**src/rtl/i2s_sched_pkg.sv**
```systemverilog
// Shared state type, frame geometry and sample packing helpers for the
// I2S frame scheduler and its frame counter.
package i2s_sched_pkg;

   localparam int FRAME_LEN     = 512;
   localparam int CNT_W         = $clog2(FRAME_LEN);
   localparam int EOF_COUNT_DEF = 455;
   localparam int DEADLINE_DEF  = 440;

   // TX acceptance window of the controller: TX_WIN_LO..FRAME_LEN-1, then TX_WIN_HI.
   localparam int TX_WIN_LO = 456;
   localparam int TX_WIN_HI = 0;

   localparam int SAMPLE_W = 24;
   localparam int WORD_W   = 32;
   localparam int PAD_W    = WORD_W - SAMPLE_W;

   typedef enum logic [2:0] {
      ST_IDLE     = 3'd0,
      ST_RX_L     = 3'd1,
      ST_RX_R     = 3'd2,
      ST_DISPATCH = 3'd3,
      ST_WAIT_RES = 3'd4,
      ST_WAIT_WIN = 3'd5,
      ST_TX_L     = 3'd6,
      ST_TX_R     = 3'd7
   } sched_state_t;

   function automatic logic [WORD_W-1:0] pack_sample(input logic [SAMPLE_W-1:0] i_smp);
      return {{PAD_W{1'b0}}, i_smp};
   endfunction

   function automatic logic [SAMPLE_W-1:0] unpack_sample(input logic [WORD_W-1:0] i_word);
      return i_word[SAMPLE_W-1:0];
   endfunction

endpackage

```
**src/rtl/i2s_frame_counter.sv**
```systemverilog
// Free-running 9-bit I2S frame counter with decode strobes for end of frame,
// TX window start, result deadline and wrap to zero.
module i2s_frame_counter
   import i2s_sched_pkg::*;
#(
   parameter int EOF_COUNT = EOF_COUNT_DEF,
   parameter int DEADLINE  = DEADLINE_DEF
) (
   input  logic             i_clk,
   input  logic             i_rst_n,
   output logic [CNT_W-1:0] o_count,
   output logic             o_eof,
   output logic             o_win_start,
   output logic             o_deadline,
   output logic             o_wrap
);

   localparam logic [CNT_W-1:0] L_EOF       = CNT_W'(EOF_COUNT);
   localparam logic [CNT_W-1:0] L_WIN_START = CNT_W'(EOF_COUNT + 1);
   localparam logic [CNT_W-1:0] L_DEADLINE  = CNT_W'(DEADLINE);
   localparam logic [CNT_W-1:0] L_WRAP      = CNT_W'(TX_WIN_HI);

   logic [CNT_W-1:0] r_count;

   // Runs regardless of enable so the controller's LRCK/SCLK never stall.
   always_ff @(posedge i_clk or negedge i_rst_n) begin
      if (!i_rst_n) begin
         r_count <= '0;
      end else begin
         r_count <= r_count + 1'b1;
      end
   end

   assign o_count     = r_count;
   assign o_eof       = (r_count == L_EOF);
   assign o_win_start = (r_count == L_WIN_START);
   assign o_deadline  = (r_count == L_DEADLINE);
   assign o_wrap      = (r_count == L_WRAP);

endmodule

```
**src/rtl/i2s_frame_scheduler.sv**
```systemverilog
// Per-frame sequencer between the Pmod I2S2 AXIS controller and the ANC filter:
// pulls RX samples, dispatches them, collects the result and returns a TX packet.
//
// state    | meaning
// ---------+-------------------------------------------------------------
// IDLE     | no traffic; waits for enable at end of frame
// RX_L     | accepting the left RX word (a last word is taken as right)
// RX_R     | accepting the right RX word (a non-last word replaces left)
// DISPATCH | offering the captured pair to the filter core
// WAIT_RES | accepting the filter result until the deadline count
// WAIT_WIN | holding the result until the TX window opens
// TX_L     | sending the muted left TX word
// TX_R     | sending the result as the right TX word (last)
module i2s_frame_scheduler
   import i2s_sched_pkg::*;
#(
   parameter int EOF_COUNT        = EOF_COUNT_DEF,
   parameter int DEADLINE         = DEADLINE_DEF,
   parameter bit ZERO_ON_UNDERRUN = 1'b0,
   parameter int STAT_W           = 16
) (
   input  logic                axis_clk,
   input  logic                axis_resetn,
   input  logic                enable,
   output logic [CNT_W-1:0]    count,
   input  logic [WORD_W-1:0]   rx_axis_s_data,
   input  logic                rx_axis_s_valid,
   output logic                rx_axis_s_ready,
   input  logic                rx_axis_s_last,
   output logic [SAMPLE_W-1:0] smp_l_data,
   output logic [SAMPLE_W-1:0] smp_r_data,
   output logic                smp_valid,
   input  logic                smp_ready,
   input  logic [SAMPLE_W-1:0] res_data,
   input  logic                res_valid,
   output logic                res_ready,
   output logic [WORD_W-1:0]   tx_axis_m_data,
   output logic                tx_axis_m_valid,
   input  logic                tx_axis_m_ready,
   output logic                tx_axis_m_last,
   output logic [STAT_W-1:0]   underrun_cnt,
   output logic                tx_late,
   output logic                busy
);

   sched_state_t        r_state;
   sched_state_t        w_next;

   logic                w_eof;
   logic                w_win_start;
   logic                w_deadline;
   logic                w_wrap;

   logic                w_rx_hs;
   logic                w_res_hs;
   logic                w_underrun;
   logic                w_in_tx;
   logic                w_unused_pad;

   logic [SAMPLE_W-1:0] r_smp_l;
   logic [SAMPLE_W-1:0] r_smp_r;
   logic [SAMPLE_W-1:0] r_held;
   logic [SAMPLE_W-1:0] r_tx_res;
   logic [STAT_W-1:0]   r_underrun;
   logic                r_tx_late;

   i2s_frame_counter #(
      .EOF_COUNT (EOF_COUNT),
      .DEADLINE  (DEADLINE)
   ) u_frame_counter (
      .i_clk       (axis_clk),
      .i_rst_n     (axis_resetn),
      .o_count     (count),
      .o_eof       (w_eof),
      .o_win_start (w_win_start),
      .o_deadline  (w_deadline),
      .o_wrap      (w_wrap)
   );

   assign w_rx_hs      = rx_axis_s_valid & rx_axis_s_ready;
   assign w_res_hs     = res_valid & res_ready;
   assign w_underrun   = (r_state == ST_WAIT_RES) & w_deadline & ~res_valid;
   assign w_in_tx      = (r_state == ST_TX_L) | (r_state == ST_TX_R);
   assign w_unused_pad = ^rx_axis_s_data[WORD_W-1:SAMPLE_W];

   always_ff @(posedge axis_clk or negedge axis_resetn) begin
      if (!axis_resetn) begin
         r_state <= ST_IDLE;
      end else begin
         r_state <= w_next;
      end
   end

   always_comb begin
      w_next = r_state;
      case (r_state)
         ST_IDLE: begin
            if (enable && w_eof) w_next = ST_RX_L;
         end
         ST_RX_L: begin
            if (w_rx_hs) w_next = rx_axis_s_last ? ST_DISPATCH : ST_RX_R;
         end
         ST_RX_R: begin
            if (w_rx_hs && rx_axis_s_last) w_next = ST_DISPATCH;
         end
         ST_DISPATCH: begin
            if (smp_ready) w_next = ST_WAIT_RES;
         end
         ST_WAIT_RES: begin
            if (res_valid || w_deadline) w_next = ST_WAIT_WIN;
         end
         ST_WAIT_WIN: begin
            if (w_win_start) w_next = ST_TX_L;
         end
         ST_TX_L: begin
            if (tx_axis_m_ready) w_next = ST_TX_R;
         end
         ST_TX_R: begin
            if (tx_axis_m_ready) w_next = enable ? ST_RX_L : ST_IDLE;
         end
         default: w_next = ST_IDLE;
      endcase
   end

   always_comb begin
      rx_axis_s_ready = 1'b0;
      smp_valid       = 1'b0;
      res_ready       = 1'b0;
      tx_axis_m_valid = 1'b0;
      tx_axis_m_last  = 1'b0;
      tx_axis_m_data  = '0;
      case (r_state)
         ST_RX_L, ST_RX_R: rx_axis_s_ready = 1'b1;
         ST_DISPATCH:      smp_valid       = 1'b1;
         ST_WAIT_RES:      res_ready       = 1'b1;
         ST_TX_L: begin
            tx_axis_m_valid = 1'b1;
         end
         ST_TX_R: begin
            tx_axis_m_valid = 1'b1;
            tx_axis_m_last  = 1'b1;
            tx_axis_m_data  = pack_sample(r_tx_res);
         end
         default: ;
      endcase
   end

   // The last flag alone decides left vs right, whichever RX state we are in.
   always_ff @(posedge axis_clk or negedge axis_resetn) begin
      if (!axis_resetn) begin
         r_smp_l <= '0;
         r_smp_r <= '0;
      end else if (w_rx_hs) begin
         if (rx_axis_s_last) begin
            r_smp_r <= unpack_sample(rx_axis_s_data);
         end else begin
            r_smp_l <= unpack_sample(rx_axis_s_data);
         end
      end
   end

   always_ff @(posedge axis_clk or negedge axis_resetn) begin
      if (!axis_resetn) begin
         r_held   <= '0;
         r_tx_res <= '0;
      end else if (w_res_hs) begin
         r_held   <= res_data;
         r_tx_res <= res_data;
      end else if (w_underrun) begin
         r_tx_res <= ZERO_ON_UNDERRUN ? '0 : r_held;
      end
   end

   always_ff @(posedge axis_clk or negedge axis_resetn) begin
      if (!axis_resetn) begin
         r_underrun <= '0;
         r_tx_late  <= 1'b0;
      end else begin
         if (w_underrun && (r_underrun != '1)) begin
            r_underrun <= r_underrun + 1'b1;
         end
         if (w_wrap && w_in_tx && !tx_axis_m_ready) begin
            r_tx_late <= 1'b1;
         end
      end
   end

   assign smp_l_data   = r_smp_l;
   assign smp_r_data   = r_smp_r;
   assign underrun_cnt = r_underrun;
   assign tx_late      = r_tx_late;
   assign busy         = (r_state != ST_IDLE);

endmodule

```
**config.mk**
```make
export PLATFORM = sky130hd
export DESIGN_NAME = i2s_frame_scheduler
export DESIGN_NICKNAME = d
export VERILOG_FILES = /design/src/rtl/i2s_sched_pkg.sv /design/src/rtl/i2s_frame_counter.sv /design/src/rtl/i2s_frame_scheduler.sv
export SDC_FILE = /design/constraint.sdc
export NUM_CORES = 1
export LEC_CHECK = 0
export CAP_MARGIN = 20
export CORE_MARGIN = 4
export CORE_UTILIZATION = 50
export DETAILED_ROUTE_END_ITERATION = 7
export GPL_TIMING_DRIVEN = 1
export HOLD_SLACK_MARGIN = 0.08
export PLACE_DENSITY = 0.86
export SLEW_MARGIN = 20
export SYNTH_ARGS = -nofsm -noshare
export SYNTH_HDL_FRONTEND = slang
export SYNTH_HIERARCHICAL = 1
export SYNTH_SLANG_ARGS = --single-unit
export TNS_END_PERCENT = 50
```
**constraint.sdc**
```tcl
create_clock -name axis_clk -period 5.75 [get_ports axis_clk]
set_input_delay 1.15 -clock axis_clk [delete_from_list [all_inputs] [get_ports axis_clk]]
set_output_delay 1.15 -clock axis_clk [all_outputs]
set_load 0.05 [all_outputs]
```
## Yosys cells after proc, flatten, opt, wreduce, memory -nomap -nowiden

Cells that the tools add are included.

- Output and inout port bits: 112
- Bits in registers: 125
- Logic and storage cells: 71
- Input port bits: 64

- Reduce and logical (&&, ||, !) cells: 16
- Mux-type cells: 19
- Add/sub/neg operators: 2
- Equal/unequal tests: 19
- Bitwise logic cells: 7

Operators with widths:

| operator | number |
|---|---|
| $mux 24 | 3 |
| $eq 9x9->1 const B | 3 |
| $mux 3 | 8 |
| $pmux 3 s8 | 1 |
| $add 16x1->16 const B | 1 |
| $ne 16x16->1 const B | 1 |
| $eq 3x3->1 const B | 4 |
| $ne 2x2->1 const B | 6 |
| $add 9x1->9 const B | 1 |
| $logic_not 9->1 | 1 |
| $reduce_and 8->1 | 1 |
| $mux 1 | 7 |
| $eq 3x2->1 const B | 2 |
| $logic_and 1x1->1 | 5 |
| $and 1x1->1 | 4 |
| $ne 2x1->1 const B | 2 |
| $reduce_and 2->1 | 2 |
| $reduce_or 2->1 | 2 |
| $eq 3x1->1 const B | 1 |
| $logic_not 3->1 | 1 |
| $reduce_bool 3->1 | 1 |
| $not 1->1 | 2 |
| $reduce_bool 2->1 | 1 |
| $logic_not 1->1 | 1 |
| other kinds (2) | 2 |

## Longest topological paths before layout

Gate-level depths: netlist of run 1.

- Depth in word-level cells: 7
- Depth in mapped cells: 9
- Mapped depth without buffers: 9

## Modules after synthesis

Netlist of run 1, hierarchy kept.

Modules (own cells, without submodules):

| module | sequential area each (um^2) | area each (um^2) | cells an instance | times used |
|---|---|---|---|---|
| i2s_frame_scheduler | 2902.8 | 5023.6 | 355 | 1 |
| i2s_frame_counter | 225.2 | 432.9 | 40 | 1 |

## Worst setup path after synthesis of run 1

No wires, ideal clock.

- Path type: flip-flop to output port
- Start point: reg r_state[0]
- End point: out smp_valid
- Arrival: 1542 ps
- Slack: 3058 ps
- Data required time: 4600 ps
- Stages on the path, launching flop included: 4
- Cell sequence: dfrtp_1 > ha_1 > clkbuf_1 > nor2b_1

- Word-level cells in the longest chain between the ends: 2

Ends and longest elaborated chain:

| item | RTL line | text |
|---|---|---|
| from (decl) | i2s_frame_scheduler.sv:46 | `sched_state_t r_state;` |
| from (signal assigned) | i2s_frame_scheduler.sv:90 | `r_state <= w_next;` |
| $eq 3x2->1 | i2s_frame_scheduler.sv:132 | `case (r_state)` |
| $mux 1 | i2s_frame_scheduler.sv:132 |  |
| to (decl) | i2s_frame_scheduler.sv:32 | `output logic smp_valid,` |

Every way passes these cells.

## Worst setup path in the final report of run 1

- Start point: reg r_state[1]
- End point: out tx_axis_m_data[6]

- Word-level cells in the longest chain between the ends: 2

Ends and longest elaborated chain:

| item | RTL line | text |
|---|---|---|
| $eq 3x3->1 | i2s_frame_scheduler.sv:132 |  |
| $mux 24 | i2s_frame_scheduler.sv:132 |  |
| to (decl) | i2s_frame_scheduler.sv:37 | `output logic [WORD_W-1:0] tx_axis_m_data,` |

Every way passes these cells.

==> impl_metrics.csv, run 1 <==
group,metric,value,unit
routing,num_vias,3708,
final_layout,regArea,3130,sq um
clock_tree,clk_root_buffer_cell,"clkbuf_8",
timing,fin_crit,3.96,ns
placement,place_inst,678,
floorplanning,ios,176,
logic_synthesis,syn_area,5460,sq um
global_routing,grt_max_degree,75,
global_routing,grt_pass1_vias,4068,
placement,globalplace.congestion,0.799,
timing,grt_setup_unrepaired,"no",
clock_tree,cts_setup_buffers,0,
routing,first_pass_iters,4,
routing,drt_iter0_markers,159,
clock_tree,htree_levels,4,
logic_synthesis,netlist_instances,395,
clock_tree,cts_hold_buf,0,
worst_setup_path,cp_max_fo,30,
routing,drt-total-wl,13.0,mm
global_routing,grt_first_pass_wirelength,21.2,mm
floorplanning,die_x,112,um
final_layout,multi_input_area,2170,sq um
floorplanning,die_h,112,um
clock_tree,numCtsBuffers,17,
timing,fin_crit_sh,68.9,%
clock_tree,ctsResizeCount,0,
final_layout,drive_gt1_share,26.3,%
logic_synthesis,synth-edff-count,0,
global_routing,overflow,0,
final_layout,fin_cells,710,
final_layout,area_growth_syn_to_layout,41.0,%
routing,wire_per_inst,18.3,um
worst_setup_path,worstSetupEndpointType,"primary output",
logic_synthesis,ys.flop_type,"dfrtp_1",
timing,fin_tns_setup,0,ns
timing,slew_violations,0,
global_routing,antenna_found_initial,0,
global_routing,grt_use_total,21.4,%
timing,setup_viol,0,
routing,detail-route-antenna-nets,0,
timing,fmax,0.252,GHz
power,leakage,0.00378,uW
logic_synthesis,ys_seq_area_share,57.3,%
status,status,"completed",
worst_setup_path,start_kind,"flip-flop",
power,vdd_ir_drop_max,0.000151,V
logic_synthesis,yosysWarnings,6,
timing,worst_clock_skew,0.00814,ns
worst_setup_path,cp_data_arrival_time,2.81,ns
logic_synthesis,ys_ff_latch,125,
final_layout,final_core_util,73.5,%
routing,vias_per_cell,5.22,
flow_run,max_cap_violations,0,
routing,drc_errors,0,
clock_tree,cts_buffer_depth,2,
floorplanning,die_area,12600,sq um
floorplanning,rows,37,
worst_setup_path,worstPathRequired,4.60,ns
hold_path,worstHoldPathType,"reg2reg",
logic_synthesis,netlist-cell-type-count,47,
clock_tree,clkTransAtPathRegs,0.06,ns
timing,slew_headroom,35.7,%
placement,port_buffers,159,
floorplanning,initial_core_util,52.2,%
clock_tree,clkLatencyLatePin,0.52,ns
final_layout,n_antenna_cell,0,
timing,hold_viol,0,
logic_synthesis,syn_avg_cell_area,13.8,sq um
worst_setup_path,worstSetupPathType,"reg2out",
power,powerDensity,255,nW/um^2
worst_setup_path,rrSetupSlack,2.95,ns
logic_synthesis,async_flop_share,100,%
final_layout,num-nets-final,632,
clock_tree,cts.sinks,125,
clock_tree,cts_tree,"yes",
timing,worst_pin_slew,0.964,ns
placement,hpwl,8.94,mm
floorplanning,coreArea,10500,sq um
final_layout,n_fill_cell,687,
cell families after synthesis:
| logic type | synth area share, % |
|---|---|
| simple gates | 10.2 |
| flops | 57.3 |
| other cells | 0.0687 |
| mux | 22.2 |
| buf+inv | 3.42 |
| xor+xnor | 3.37 |
| fa+ha+maj | 1.61 |
| compound gates | 1.79 |
power by group:
group / switching (uW) / total, uW / internal (uW)
Clock: 394 / 1010 / 615
Sequential: 0 / 880 / 880
Combinational: 37.3 / 71.3 / 34.0
cells in the final DEF (no fill, tap or decap), drive strengths merged, types with 9 or more instances in the layout:
| master | netlist | routed |
|---|---|---|
| and3 | 28 | 28 |
| clkbuf | 5 | 18 |
| clkdlybuf4s50 | 0 | 158 |
| dfrtp | 125 | 125 |
| inv | 10 | 11 |
| mux2 | 100 | 100 |
| nand2 | 13 | 13 |
| nor2 | 11 | 11 |
| nor3 | 9 | 9 |
| xor2 | 15 | 15 |
flip-flops by register name, summed over array words and instances (netlist names):
signal / flops
r_state: 3
r_tx_res: 24
smp_l_data: 24
smp_r_data: 24
r_held: 24
tx_late: 1
underrun_cnt: 16
u_frame_counter/o_count: 9
cells in the mapped netlist (6+ instances only):
cell type | instances | area share (%)
dfrtp_1 | 125 | 57
mux2_2 | 80 | 17
and3_1 | 26 | 3.0
mux2_4 | 20 | 5.5
xor2_1 | 15 | 2.4
nand2_1 | 12 | 0.83
inv_1 | 10 | 0.69
nor2_1 | 10 | 0.69
buf_4 | 9 | 1.2
buf_2 | 8 | 0.73
nor3_1 | 8 | 0.73
ha_1 | 7 | 1.6
nand3_1 | 6 | 0.55
nand4_1 | 6 | 0.69
xnor2_1 | 6 | 0.96
layout make-up:
| class | count | share of cell area [%] |
|---|---|---|
| Tap cell | 136 | 2.21 |
| Timing Repair Buffer | 164 | 21.1 |
| Multi-Input combinational cell | 243 | 28.2 |
| Clock buffer | 18 | 5.43 |
| Sequential cell | 125 | 40.7 |
| Clock inverter | 14 | 1.90 |
| Inverter | 10 | 0.488 |
critical path, stage by stage, from the launching register on:
cell,delay (ns)
dfrtp_1,0.39
ha_1,0.77
and3_1,0.31
clkdlybuf4s50_1,0.82
routing by layer:
metal  part of all wire, %  up-vias  global-route usage (%)
li1                      -     1717                       -
met4                   3.0        0                    10.3
met3                   4.7       31                    5.71
met2                    52      121                    36.5
met5                     0        -                       0
met1                    40     1839                    25.1
final timing paths:
kind	startpoint	end	depth (start not counted)
max	r_state[1]	tx_axis_m_data[6]	3
min	tx_late	tx_late	1
max reg2reg	u_frame_counter/o_count[0]	underrun_cnt[12]	9
min reg2reg	tx_late	tx_late	1
max in group asynchronous	axis_resetn	underrun_cnt[13]	2
min in group asynchronous	axis_resetn	u_frame_counter/o_count[0]	1
metrics by stage:
| stage | total power, uW | hold WS [ns] | setup WS [ns] | cell area (sq um) |
|---|---|---|---|---|
| 2_1_floorplan | 913 | 0.466 | 3.06 | 5480 |
| 4_1_cts | 1980 | 0.492 | 1.71 | 7690 |
| 5_1_grt | 2030 | 0.500 | 1.59 | 7690 |
| 6_report | 1960 | 0.488 | 1.79 | 7690 |
| 3_3_place_gp | 966 | 0.472 | 2.37 | 7130 |
| 3_5_place_dp | 968 | 0.476 | 2.32 | 7130 |
Note: power is estimated with default switching activity, not from simulation.
==> inputs of run 2 (changes only) <==
--- a/config.mk
+++ b/config.mk
@@ -7,11 +7,11 @@
 export LEC_CHECK = 0
 export CAP_MARGIN = 20
 export CORE_MARGIN = 4
-export CORE_UTILIZATION = 50
+export CORE_UTILIZATION = 46
 export DETAILED_ROUTE_END_ITERATION = 7
 export GPL_TIMING_DRIVEN = 1
 export HOLD_SLACK_MARGIN = 0.08
-export PLACE_DENSITY = 0.86
+export PLACE_DENSITY = 0.8
 export SLEW_MARGIN = 20
 export SYNTH_ARGS = -nofsm -noshare
 export SYNTH_HDL_FRONTEND = slang
==> constraint.sdc (replaced) <==
create_clock -name axis_clk -period 3.8 [get_ports axis_clk]
set_input_delay 0.76 -clock axis_clk [delete_from_list [all_inputs] [get_ports axis_clk]]
set_output_delay 0.76 -clock axis_clk [all_outputs]
set_load 0.05 [all_outputs]
==> run 2 against run 1 <==
  * Combinational power increased by 54%
  * Final cell count increased by 1.1%
  * Sequential share of layout area decreased by 0.19 points
  * Via count decreased by 1.1%
  * Critical endpoint is now tx_axis_m_data[10]
  * First-iteration DRC count increased by 5.0%
  * Register-to-register slack got worse by 2.1 ns
  * Die area increased by 8.1%
==> impl_metrics.csv, run 2 (synthesis gave the netlist of run 1 again) <==
group,metric,value,unit
status,status,"completed",
timing,fin_crit,3.40,ns
timing,setup_viol,0,
clock_tree,cts_setup_buffers,0,
clock_tree,htree_levels,4,
global_routing,grt_use_total,18.8,%
global_routing,grt_pass1_vias,4004,
worst_setup_path,cp_data_arrival_time,2.64,ns
clock_tree,cts.sinks,125,
final_layout,area_growth_syn_to_layout,41.7,%
clock_tree,cts_buffer_depth,2,
timing,hold_viol,0,
worst_setup_path,worstPathRequired,3.04,ns
worst_setup_path,worstSetupPathType,"reg2out",
timing,worst_clock_skew,0.00906,ns
global_routing,grt_first_pass_wirelength,19.8,mm
timing,fmax,0.294,GHz
floorplanning,die_x,117,um
flow_run,max_cap_violations,0,
clock_tree,clkTransAtPathRegs,0.05,ns
floorplanning,die_h,117,um
final_layout,n_antenna_cell,0,
routing,first_pass_iters,6,
global_routing,grt_max_degree,68,
worst_setup_path,cp_max_fo,30,
routing,drt-total-wl,12.5,mm
final_layout,num-nets-final,633,
clock_tree,numCtsBuffers,17,
final_layout,drive_gt1_share,26.6,%
clock_tree,clk_root_buffer_cell,"clkbuf_16",
timing,fin_crit_sh,89.6,%
floorplanning,rows,39,
routing,drc_errors,0,
global_routing,antenna_found_initial,0,
worst_setup_path,worstSetupEndpointType,"primary output",
clock_tree,ctsResizeCount,0,
clock_tree,cts_hold_buf,0,
power,leakage,0.00381,uW
worst_setup_path,start_kind,"flip-flop",
clock_tree,clkLatencyLatePin,0.41,ns
routing,vias_per_cell,5.11,
placement,place_inst,686,
timing,slew_headroom,42.0,%
routing,wire_per_inst,17.3,um
timing,slew_violations,0,
power,powerDensity,382,nW/um^2
hold_path,worstHoldPathType,"in2async",
timing,finalHoldWorstSlack,0.444,ns
timing,worst_pin_slew,0.871,ns
power,finalPower,2950,uW
timing,fin_tns_setup,0,ns
routing,drt_iter0_markers,167,
timing,grt_setup_unrepaired,"no",
final_layout,final_cell_mix,"158 x clkdlybuf4s50_1, 125 x dfrtp_1, 80 x mux2_2",
final_layout,fin_area,7730,sq um
floorplanning,ios,176,
floorplanning,initial_core_util,47.4,%
placement,globalplace.congestion,0.830,
final_layout,fin_cells,718,
global_routing,overflow,0,
final_layout,layout_commonest_cell,"clkdlybuf4s50_1",
placement,hpwl,8.74,mm
power,vdd_ir_drop_max,0.000316,V
clock_tree,cts_tree,"yes",
floorplanning,coreArea,11500,sq um
floorplanning,die_area,13700,sq um
placement,port_buffers,159,
placement,place_area,7160,sq um
routing,num_vias,3667,
routing,detail-route-antenna-nets,0,
## run 2: critical path, cell delays in order (launching register included)
cell	delay, ns
dfrtp_1	0.39
ha_1	0.75
and3_1	0.29
clkdlybuf4s50_1	0.81
## run 2: worst paths after layout
check	start	end	slack, ns	cells after the start
setup / recovery	r_state[0]	tx_axis_m_data[10]	0.40	3
hold / removal	axis_resetn	underrun_cnt[7]	0.44	1
setup reg to reg	u_frame_counter/o_count[0]	underrun_cnt[12]	0.83	9
hold reg to reg	tx_late	tx_late	0.48	1
max in group asynchronous	axis_resetn	smp_l_data[12]	2.52	2
min in group axis_clk	tx_late	tx_late	0.48	1
## run 2: cell type report
class / count / area [sq um]
Clock inverter: 11 / 91.3
Timing Repair Buffer: 165 / 1650
Tap cell: 143 / 179
Clock buffer: 21 / 480
Sequential cell: 125 / 3130
Inverter: 10 / 37.5
Fill cell: 846 / 3780
Multi-Input combinational cell: 243 / 2170
## run 2: metal layers
metal	GRT usage [%]	vias to the layer above	part of all wire, %	wire length (um)
li1	-	1713	-	-
met1	21.2	1818	39	4910
met2	31.9	120	51	6370
met3	7.97	16	7.9	986
met4	7.03	0	1.5	182
met5	0	-	0	0
## run 2: stage by stage
| step | utilization (%) | setup WS [ns] |
|---|---|---|
| 6_report | 67.1 | 0.396 |
| 5_1_grt | 67.1 | 0.207 |
| 4_1_cts | 67.1 | 0.380 |
| 3_5_place_dp | 62.2 | 0.826 |
| 3_3_place_gp | 62.2 | 0.816 |
| 2_1_floorplan | - | 1.14 |
## run 2: power breakdown
| part | total, uW | leakage (uW) | internal [uW] | switching [uW] |
|---|---|---|---|---|
| sequential | 1330 | 0.00172 | 1330 | 0 |
| combinational | 110 | 0.00180 | 52.9 | 57.2 |
| clock | 1510 | 0.000280 | 960 | 550 |
| total | 2950 | 0.00381 | 2350 | 607 |
